--- config.mk ---
export PLATFORM = sky130hd
export DESIGN_NAME = line_rasterizer
export DESIGN_NICKNAME = d
export VERILOG_FILES = /design/src/rtl/line_rasterizer.sv
export SDC_FILE = /design/constraint.sdc
export NUM_CORES = 1
export LEC_CHECK = 0
export ABC_AREA = 1
export CAP_MARGIN = 20
export CORE_ASPECT_RATIO = 2
export CORE_MARGIN = 3
export CORE_UTILIZATION = 30
export CTS_BUF_LIST = sky130_fd_sc_hd__clkbuf_4 sky130_fd_sc_hd__clkbuf_8
export CTS_CLUSTER_SIZE = 28
export DETAILED_ROUTE_END_ITERATION = 12
export HOLD_SLACK_MARGIN = 0.12
export PLACE_DENSITY = 0.45
export SLEW_MARGIN = 20
export SYNTH_ARGS = -nofsm -noshare
export SYNTH_HDL_FRONTEND = slang
export SYNTH_SLANG_ARGS = --single-unit
--- constraint.sdc ---
create_clock -name clock -period 4 [get_ports clock]
set_clock_uncertainty 0.15 [all_clocks]
set_input_delay 0.4 -clock clock [delete_from_list [all_inputs] [get_ports clock]]
set_output_delay 0.4 -clock clock [all_outputs]
set_load 0.01 [all_outputs]
--- src/rtl/line_rasterizer.sv ---
// Bresenham line rasterizer: turns one line command into a stream of clipped
// {x, y, colour} pixel words for the framebuffer writer's pixel FIFO.
module line_rasterizer #(
    parameter int SCREEN_W = 640,
    parameter int SCREEN_H = 480
) (
    input  logic        clock,
    input  logic        reset_n,
    input  logic        start,
    input  logic        abort,
    input  logic [15:0] x0,
    input  logic [15:0] y0,
    input  logic [15:0] x1,
    input  logic [15:0] y1,
    input  logic [31:0] colour,
    output logic [63:0] pixel_data,
    output logic        pixel_data_valid,
    input  logic        pixel_fifo_full,
    output logic        busy,
    output logic        done
);

    typedef enum logic [1:0] {
        ST_IDLE,
        ST_SETUP,
        ST_DRAW,
        ST_DONE
    } state_t;

    localparam logic signed [17:0] STEP_POS = 18'sd1;
    localparam logic signed [17:0] STEP_NEG = -18'sd1;

    state_t state_q, state_d;

    // Index 0 is the x axis, index 1 the y axis.
    logic signed [17:0] start_q [2];
    logic signed [17:0] start_d [2];
    logic signed [17:0] end_q   [2];
    logic signed [17:0] end_d   [2];
    logic signed [17:0] cur_q   [2];
    logic signed [17:0] cur_d   [2];
    logic [1:0]         dir_neg_q, dir_neg_d;
    logic [31:0]        colour_q, colour_d;
    logic signed [17:0] dx_q, dx_d;
    logic signed [17:0] dy_q, dy_d;
    logic signed [17:0] err_q, err_d;

    logic signed [17:0] delta   [2];
    logic signed [17:0] mag     [2];
    logic signed [17:0] stepped [2];
    logic [1:0]         neg_dir;
    logic [1:0]         visible;

    logic               in_bounds;
    logic               at_end;
    logic               consume;
    logic signed [17:0] e2;
    logic               step_x;
    logic               step_y;

    genvar gi;
    generate
        for (gi = 0; gi < 2; gi++) begin : g_axis
            localparam logic signed [17:0] LIM = (gi == 0) ? 18'(SCREEN_W) : 18'(SCREEN_H);

            // 18-bit math keeps |x1-x0| exact for any pair of 16-bit endpoints.
            assign delta[gi]   = end_q[gi] - start_q[gi];
            assign mag[gi]     = delta[gi][17] ? -delta[gi] : delta[gi];
            assign neg_dir[gi] = !(start_q[gi] < end_q[gi]);
            assign visible[gi] = (cur_q[gi] >= 18'sd0) && (cur_q[gi] < LIM);
            assign stepped[gi] = cur_q[gi] + (dir_neg_q[gi] ? STEP_NEG : STEP_POS);
        end
    endgenerate

    assign in_bounds  = &visible;
    assign at_end     = (cur_q[0] == end_q[0]) && (cur_q[1] == end_q[1]);
    assign consume    = !in_bounds || !pixel_fifo_full;
    assign e2         = err_q <<< 1;
    assign step_x     = (e2 >= dy_q);
    assign step_y     = (e2 <= dx_q);
    assign pixel_data = {cur_q[0][15:0], cur_q[1][15:0], colour_q};

    always_comb begin
        state_d          = state_q;
        start_d          = start_q;
        end_d            = end_q;
        cur_d            = cur_q;
        dir_neg_d        = dir_neg_q;
        colour_d         = colour_q;
        dx_d             = dx_q;
        dy_d             = dy_q;
        err_d            = err_q;
        pixel_data_valid = 1'b0;
        busy             = 1'b0;
        done             = 1'b0;

        case (state_q)
            ST_IDLE: begin
                if (start && !abort) begin
                    state_d    = ST_SETUP;
                    start_d[0] = {{2{x0[15]}}, x0};
                    start_d[1] = {{2{y0[15]}}, y0};
                    end_d[0]   = {{2{x1[15]}}, x1};
                    end_d[1]   = {{2{y1[15]}}, y1};
                    colour_d   = colour;
                end
            end

            ST_SETUP: begin
                busy = 1'b1;
                if (abort) begin
                    state_d = ST_IDLE;
                end else begin
                    dx_d      = mag[0];
                    dy_d      = -mag[1];
                    err_d     = mag[0] - mag[1];
                    dir_neg_d = neg_dir;
                    cur_d     = start_q;
                    state_d   = ST_DRAW;
                end
            end

            ST_DRAW: begin
                busy = 1'b1;
                if (abort) begin
                    state_d = ST_IDLE;
                end else begin
                    // Clipped pixels are consumed regardless of FIFO backpressure.
                    pixel_data_valid = in_bounds && !pixel_fifo_full;
                    if (consume) begin
                        if (at_end) begin
                            state_d = ST_DONE;
                        end else begin
                            err_d = err_q + (step_x ? dy_q : 18'sd0) + (step_y ? dx_q : 18'sd0);
                            if (step_x) begin
                                cur_d[0] = stepped[0];
                            end
                            if (step_y) begin
                                cur_d[1] = stepped[1];
                            end
                        end
                    end
                end
            end

            ST_DONE: begin
                done    = 1'b1;
                state_d = ST_IDLE;
            end

            default: begin
                state_d = ST_IDLE;
            end
        endcase
    end

    always_ff @(posedge clock) begin
        if (!reset_n) begin
            state_q    <= ST_IDLE;
            start_q[0] <= '0;
            start_q[1] <= '0;
            end_q[0]   <= '0;
            end_q[1]   <= '0;
            cur_q[0]   <= '0;
            cur_q[1]   <= '0;
            dir_neg_q  <= '0;
            colour_q   <= '0;
            dx_q       <= '0;
            dy_q       <= '0;
            err_q      <= '0;
        end else begin
            state_q   <= state_d;
            start_q   <= start_d;
            end_q     <= end_d;
            cur_q     <= cur_d;
            dir_neg_q <= dir_neg_d;
            colour_q  <= colour_d;
            dx_q      <= dx_d;
            dy_q      <= dy_d;
            err_q     <= err_d;
        end
    end

endmodule
### Yosys cells after proc, flatten, opt, wreduce, memory -nomap -nowiden

Cells that the tools add are included.

| operators by class | value |
|---|---|
| add/sub/neg operators | 10 |
| multiply operators | 0 |
| divide/modulo/power cells | 0 |
| order comparisons | 8 |
| equal/unequal tests | 14 |
| shift operators | 0 |
| muxes and demuxes | 28 |
| bitwise gates (word level) | 1 |
| reduce and logical (&&, ||, !) cells | 21 |

Operators with widths:

| cell | count |
|---|---|
| $mux 18 | 12 |
| $mux 36 | 4 |
| $add 18x18->18 | 4 |
| $pmux 36 s2 | 1 |
| $eq 18x16->1 | 2 |
| $ge 18x1->1 const B | 2 |
| $neg 17->18 | 2 |
| $pmux 18 s2 | 1 |
| $sub 16x16->17 | 2 |
| $lt 16x16->1 | 2 |
| $ge 18x18->1 | 1 |
| $le 18x18->1 | 1 |
| $lt 18x10->1 const B | 1 |
| $lt 18x11->1 const B | 1 |
| $neg 18->18 | 1 |
| $sub 18x18->18 | 1 |
| $ne 2x2->1 const B | 7 |
| $reduce_and 6->1 | 2 |
| $mux 2 | 5 |
| $pmux 2 s4 | 1 |
| $ne 3x3->1 const B | 2 |
| $reduce_and 2->1 | 3 |
| $logic_and 1x1->1 | 5 |
| $logic_not 1->1 | 5 |
| 10 further kinds | 14 |

| storage, ports and cells | value |
|---|---|
| flip-flop bits (word level) | 190 |
| bits in latches | 0 |
| bits in writable memories | 0 |
| memory bits (read-only) | 0 |
| input bits | 101 |
| output and inout bits | 67 |
| word-level logic and storage cells | 94 |
| memories kept | 0 |

### Longest topological paths before layout

| logic depth | value |
|---|---|
| word-level depth | 8 |
| depth in mapped cells | 31 |

### Worst setup path before layout

OpenSTA, ideal clock, no wires.

| timing path | value |
|---|---|
| path type | flip-flop to flip-flop |
| from | register err_q[16] |
| to | register err_q[15] |
| library setup time | 0.117 ns |
| arrival time | 3.940 ns |
| data required time | 3.733 ns |
| setup slack | -0.207 ns |
| cell stages (with the launch flop) | 29 |
| period minus slack after synthesis | 4.207 ns |
| path through | dfxtp_1 -> ha_1 -> nand2_1 -> nor2_1 -> nand2_1 -> inv_1 -> o211ai_1 -> nand3_1 -> nand2_1 -> nand3_1 -> clkbuf_1 -> nand2_1 -> fa_1 -> inv_1 -> ha_1 -> inv_1 -> fa_1 -> inv_1 -> a21oi_1 -> o21ai_0 -> nand4_1 -> nand4_1 -> a21oi_1 -> o21bai_1 -> a21oi_1 -> o21ai_0 -> nand2_1 -> a21oi_1 -> nor2_1 |

| between the ends | value |
|---|---|
| word-level cells in the longest chain between the ends | 8 |
| elaborated cells between the ends (all ways) | 10 |
| classes of those cells | add/sub: 2; order compare: 2; mux: 6 |

Ends and longest elaborated chain:

| what | RTL line | text |
|---|---|---|
| from (decl) | 46 | `logic signed [17:0] err_q, err_d;` |
| from (signal assigned) | 180 | `err_q <= err_d;` |
| $ge 18x18->1 | 79 | `assign step_x = (e2 >= dy_q);` |
| $mux 18 | 134 | `err_d = err_q + (step_x ? dy_q : 18'sd0) + (step_y ? dx_q : 18'sd0);` |
| $add 18x18->18 | 134 |  |
| $add 18x18->18 (*) | 134 |  |
| $mux 18 (*) | 131 | `if (at_end) begin` |
| $mux 18 (*) | 130 | `if (consume) begin` |
| $mux 18 (*) | 125 | `if (abort) begin` |
| $pmux 18 s2 (*) | 97 | `case (state_q)` |

Mark *: on every way between the ends. The rest lies on a longest branch, timed or not. The select of a mux whose other input is x is not followed.
A chain may end at the register's enable or synchronous reset.

### Worst setup path after layout

| timing path | value |
|---|---|
| from | register dx_q[17] |
| to | register err_q[13] |

| between the ends | value |
|---|---|
| word-level cells in the longest chain between the ends | 7 |

Ends and longest elaborated chain:

| what | RTL line | text |
|---|---|---|
| from (decl) | 44 | `logic signed [17:0] dx_q, dx_d;` |
| from (signal assigned) | 168 | `dx_q <= '0;` |
| from (signal assigned) | 178 | `dx_q <= dx_d;` |
| $le 18x18->1 | 80 | `assign step_y = (e2 <= dx_q);` |
| $mux 18 | 134 |  |
| $add 18x18->18 | 134 |  |
| $mux 18 | 131 |  |
| $mux 18 | 130 |  |
| $mux 18 | 125 |  |
| $pmux 18 s2 | 97 |  |

No other way between the ends. The select of a mux whose other input is x is not followed.

==> summary.md <==
| Metric | Value |
|---|---|
| Most common cell on crit path | `sky130_fd_sc_hd__buf_4` |
| Area growth from synthesis to final layout | `50.1%` |
| Initial Utilization | `30.5%` |
| CP startpoint kind | `flop` |
| Highest-count cells in the layout ignoring fill and taps | `sky130_fd_sc_hd__buf_4, sky130_fd_sc_hd__nand2_1, sky130_fd_sc_hd__inv_1, sky130_fd_sc_hd__a21oi_1, sky130_fd_sc_hd__o21ai_0` |
| Quantity of I/O buffers inserted on ports | `approximately 170` |
| Vias in the first global route | `18400` |
| Worst Setup End Kind | `flop` |
| Number of max-slew violations in the final report | `0` |
| Chip Width | `~170 µm` |
| Die Area | `54900 µm²` |
| Root Driver | `sky130_fd_sc_hd__clkbuf_8` |
| Dominant delay contributor by cell family on the critical path | `adder cells` |
| Warning count from the yosys run | `0` |
| Syn Area/Cell | `around 6.5 µm²` |
| Synth Flop Type | `sky130_fd_sc_hd__dfxtp_1` |
| Remaining routing DRC violations | `0` |
| Status | `finished with violations` |
| Unrepaired setup endpoints after global routing | `true` |
| Final wirelength | `slightly above 70000 µm` |
| Grt total ovfl | `0` |
| Largest net degree at the start of global routing | `between 60 and 70` |
| Detailed-route wire length per cell | `19.4 µm` |
| Final-report setup violation count | `7` |
| Post-synth design cell area | `between 15000 and 20000 µm²` |
| DPL Wire Length | `58100 µm` |
| Initial antenna violation count | `2` |
| Number of unique standard cell types used by synthesis | `44` |
| Clock input transition at the sequential cells of the worst setup and hold paths | `between 0.1 and 0.15 ns` |
| Share of flip-flops with an asynchronous set or reset | `0%` |
| Global-route usage over all layers | `between 20% and 30%` |
| Final RePlAce weighted congestion | `around 0.94` |
| Proportion of layout cells with a drive suffix above 1 | `between 20% and 30%` |
| Logic depth of the worst path, buffers included | `26` |
| Die Ht | `approximately 330 µm` |
| Fin crit period | `between 4 and 5 ns` |
| Number of failing hold endpoints at the final stage | `0` |
| Total via count in the routed design | `17900` |
| Insertion delay to the later sink of the worst-skew pair | `about 0.54 ns` |
| Cell area power density | `between 600 and 700 nW/µm²` |
| Master of the slowest instance on the critical path | `sky130_fd_sc_hd__fa_1` |
| Largest voltage drop on the vdd net | `around 0.34 mV` |
| Count of cells along the worst register-to-register path | `26` |
| Hold Crit Class | `reg2reg` |
| Number of flops mapped to enable cells by yosys | `0` |
| First-iteration detailed-routing DRC count | `approximately 640` |
| Transition at the pin with the smallest max-transition slack | `~0.9 ns` |
| Cells after synthesis | `between 2000 and 2500` |
| Top achievable clock speed | `roughly 0.24 GHz` |
| Fill cell count | `~5300` |
| Final clock period utilization by the worst path | `106%` |
| Violated checks | `negative setup slack` |
| First drt pass iteration count | `5` |
| Post-synthesis register bit count | `189` |
| Nets in the synthesized netlist | `about 2700` |
| Proportion of synthesized chip area in sequential cells | `24.3%` |
| Clock H-tree levels | `4` |
| Minimum setup slack in the final design | `-0.248 ns` |
| Post-route non-filler standard cell count | `between 3000 and 4000` |
| Worst EP required | `between 4 and 5 ns` |
| Worst EP arrival | `roughly 4.5 ns` |
| Detail-routed via count per cell | `around 4.9` |
| First-pass GRT wire length | `about 100000 µm` |
| Hold Crit Depth | `2` |
| Pleak | `roughly 11 nW` |
| TritonCTS clock tree | `done` |
| Count of buffer and inverter cells on the critical path | `8` |
| Layout Utilization | `45.8%` |
| Ports | `about 170` |
| Most frequent standard cell in the layout excluding fill and tap cells | `sky130_fd_sc_hd__buf_4` |
| Core Rows | `about 120` |
| Num CTS Buffers | `17` |
| Number of nets at the end of the flow | `~3200` |
| Worst slew margin relative to its limit | `39.9%` |
| Maximum single-stage delay on the critical path | `about 0.43 ns` |
| Total core area | `a little over 50000 µm²` |
| Number of nets with antenna violations after routing | `0` |
| Number of max-cap violations | `0` |
| Total number of clock tree sinks | `about 190` |
| Peak fanout along the critical path | `5` |
| Crit Path Class | `reg2reg` |
| Post-Place Cells | `~3600` |
| Worst-case clock buffer depth | `2` |
-- cell usage after synthesis (8+ instances only) --
master	instances	area (µm²)
sky130_fd_sc_hd__inv_1	353	1330
sky130_fd_sc_hd__nor3_1	20	100
sky130_fd_sc_hd__a211oi_1	12	90.1
sky130_fd_sc_hd__buf_4	33	248
sky130_fd_sc_hd__nand2_1	478	1790
sky130_fd_sc_hd__clkbuf_1	67	251
sky130_fd_sc_hd__xor2_1	47	412
sky130_fd_sc_hd__nor2_1	155	582
sky130_fd_sc_hd__a21o_1	8	60.1
sky130_fd_sc_hd__nand4_1	27	169
sky130_fd_sc_hd__nand2_2	18	113
sky130_fd_sc_hd__o21ai_0	262	1310
sky130_fd_sc_hd__nor4_1	9	56.3
sky130_fd_sc_hd__nand3_1	119	596
sky130_fd_sc_hd__ha_1	139	1740
sky130_fd_sc_hd__nand3b_1	8	60.1
sky130_fd_sc_hd__a31oi_1	14	87.6
sky130_fd_sc_hd__fa_1	22	440
sky130_fd_sc_hd__xnor2_1	30	263
sky130_fd_sc_hd__or2_2	11	68.8
sky130_fd_sc_hd__a21oi_1	301	1510
sky130_fd_sc_hd__dfxtp_1	189	3780
-- kinds of logic after synthesis --
kind of cell / after synthesis / share of synthesized area, %
DFF: 189 / 24.3
buffers and inverters: 462 / 12.0
xor gates and xnor gates: 77 / 4.33
adders and majority gates: 161 / 14.0
and+or+nand+nor: 870 / 24.1
AOI/OAI and AO/OA: 632 / 21.3
-- layer usage --
metal	part of all wire, %	global-route usage [%]
met4	7.9	17.3
met5	0	0
met1	32	21.7
met3	1.9	1.94
met2	58	52.6
-- final timing paths --
| kind | startpoint | endpoint | slack, ns |
|---|---|---|---|
| worst max-delay path | dx_q[17] | err_q[13] | -0.25 |
| worst min-delay path | colour_q[20] | colour_q[20] | 0.30 |
| worst max register to register | dx_q[17] | err_q[13] | -0.25 |
| worst min register to register | colour_q[20] | colour_q[20] | 0.30 |
-- timing repair --
action | CTS | global route
hold buffers | 1 | 0
endpoints found under the setup margin | 14 | 14
hold endpoints to repair | 2 | 0
gates resized for setup | 247 | 108
buffers inserted | 30 | 20
cloned | 1 | 0
pin swaps | 74 | 70
-- tightest hold or removal path, stage by stage, from the launching register on --
cell and delay (ns):
sky130_fd_sc_hd__dfxtp_1 0.32, sky130_fd_sc_hd__inv_1 0.04, sky130_fd_sc_hd__a21oi_1 0.05
-- report_power, final --
part / switching (W) / leakage [nW] / total (W) / internal, W
sequential: 0.000175 / 1.56 / 0.00225 / 0.00208
combinational: 0.00607 / 9.27 / 0.0115 / 0.00543
clock: 0.000913 / 0.205 / 0.00141 / 0.000493
total: 0.00716 / 11.0 / 0.0152 / 0.00800
-- layout make-up --
type	instances	area [µm²]	share of cell area (%)
clock inverter	14	164	0.700
multi-input combinational	1741	11400	48.5
inverter	357	1350	5.78
clock buffer	18	248	1.06
tap	654	818	3.50
antenna	2	5.00	0.0214
timing repair buffer	680	5630	24.1
sequential	189	3830	16.4
-- per-stage QoR --
step | cell area, µm² | worst slack [ns] | setup TNS [ns] | total power, W | hold slack, ns
finish | 23400 | -0.248 | -0.853 | 0.0152 | 0.299
global route | 23400 | -0.532 | -2.88 | 0.0162 | 0.317
CTS | 22800 | -0.241 | -0.950 | 0.0142 | 0.279
detailed placement | 21100 | -1.09 | -10.04 | 0.0112 | 0.286
global placement | 21100 | -1.04 | -9.30 | 0.0112 | 0.282
floorplan | 15600 | -0.00854 | -0.00854 | 0.00651 | 0.280
-- registers in the layout (all words and copies together) (netlist names) --
signal / flops
end_q: 32
dy_q: 18
dir_neg_q: 2
err_q: 17
dx_q: 18
state_q: 2
cur_q: 4
colour_q: 32
pixel_data: 32
start_q: 32
Note: power is estimated with default switching activity, not from simulation.
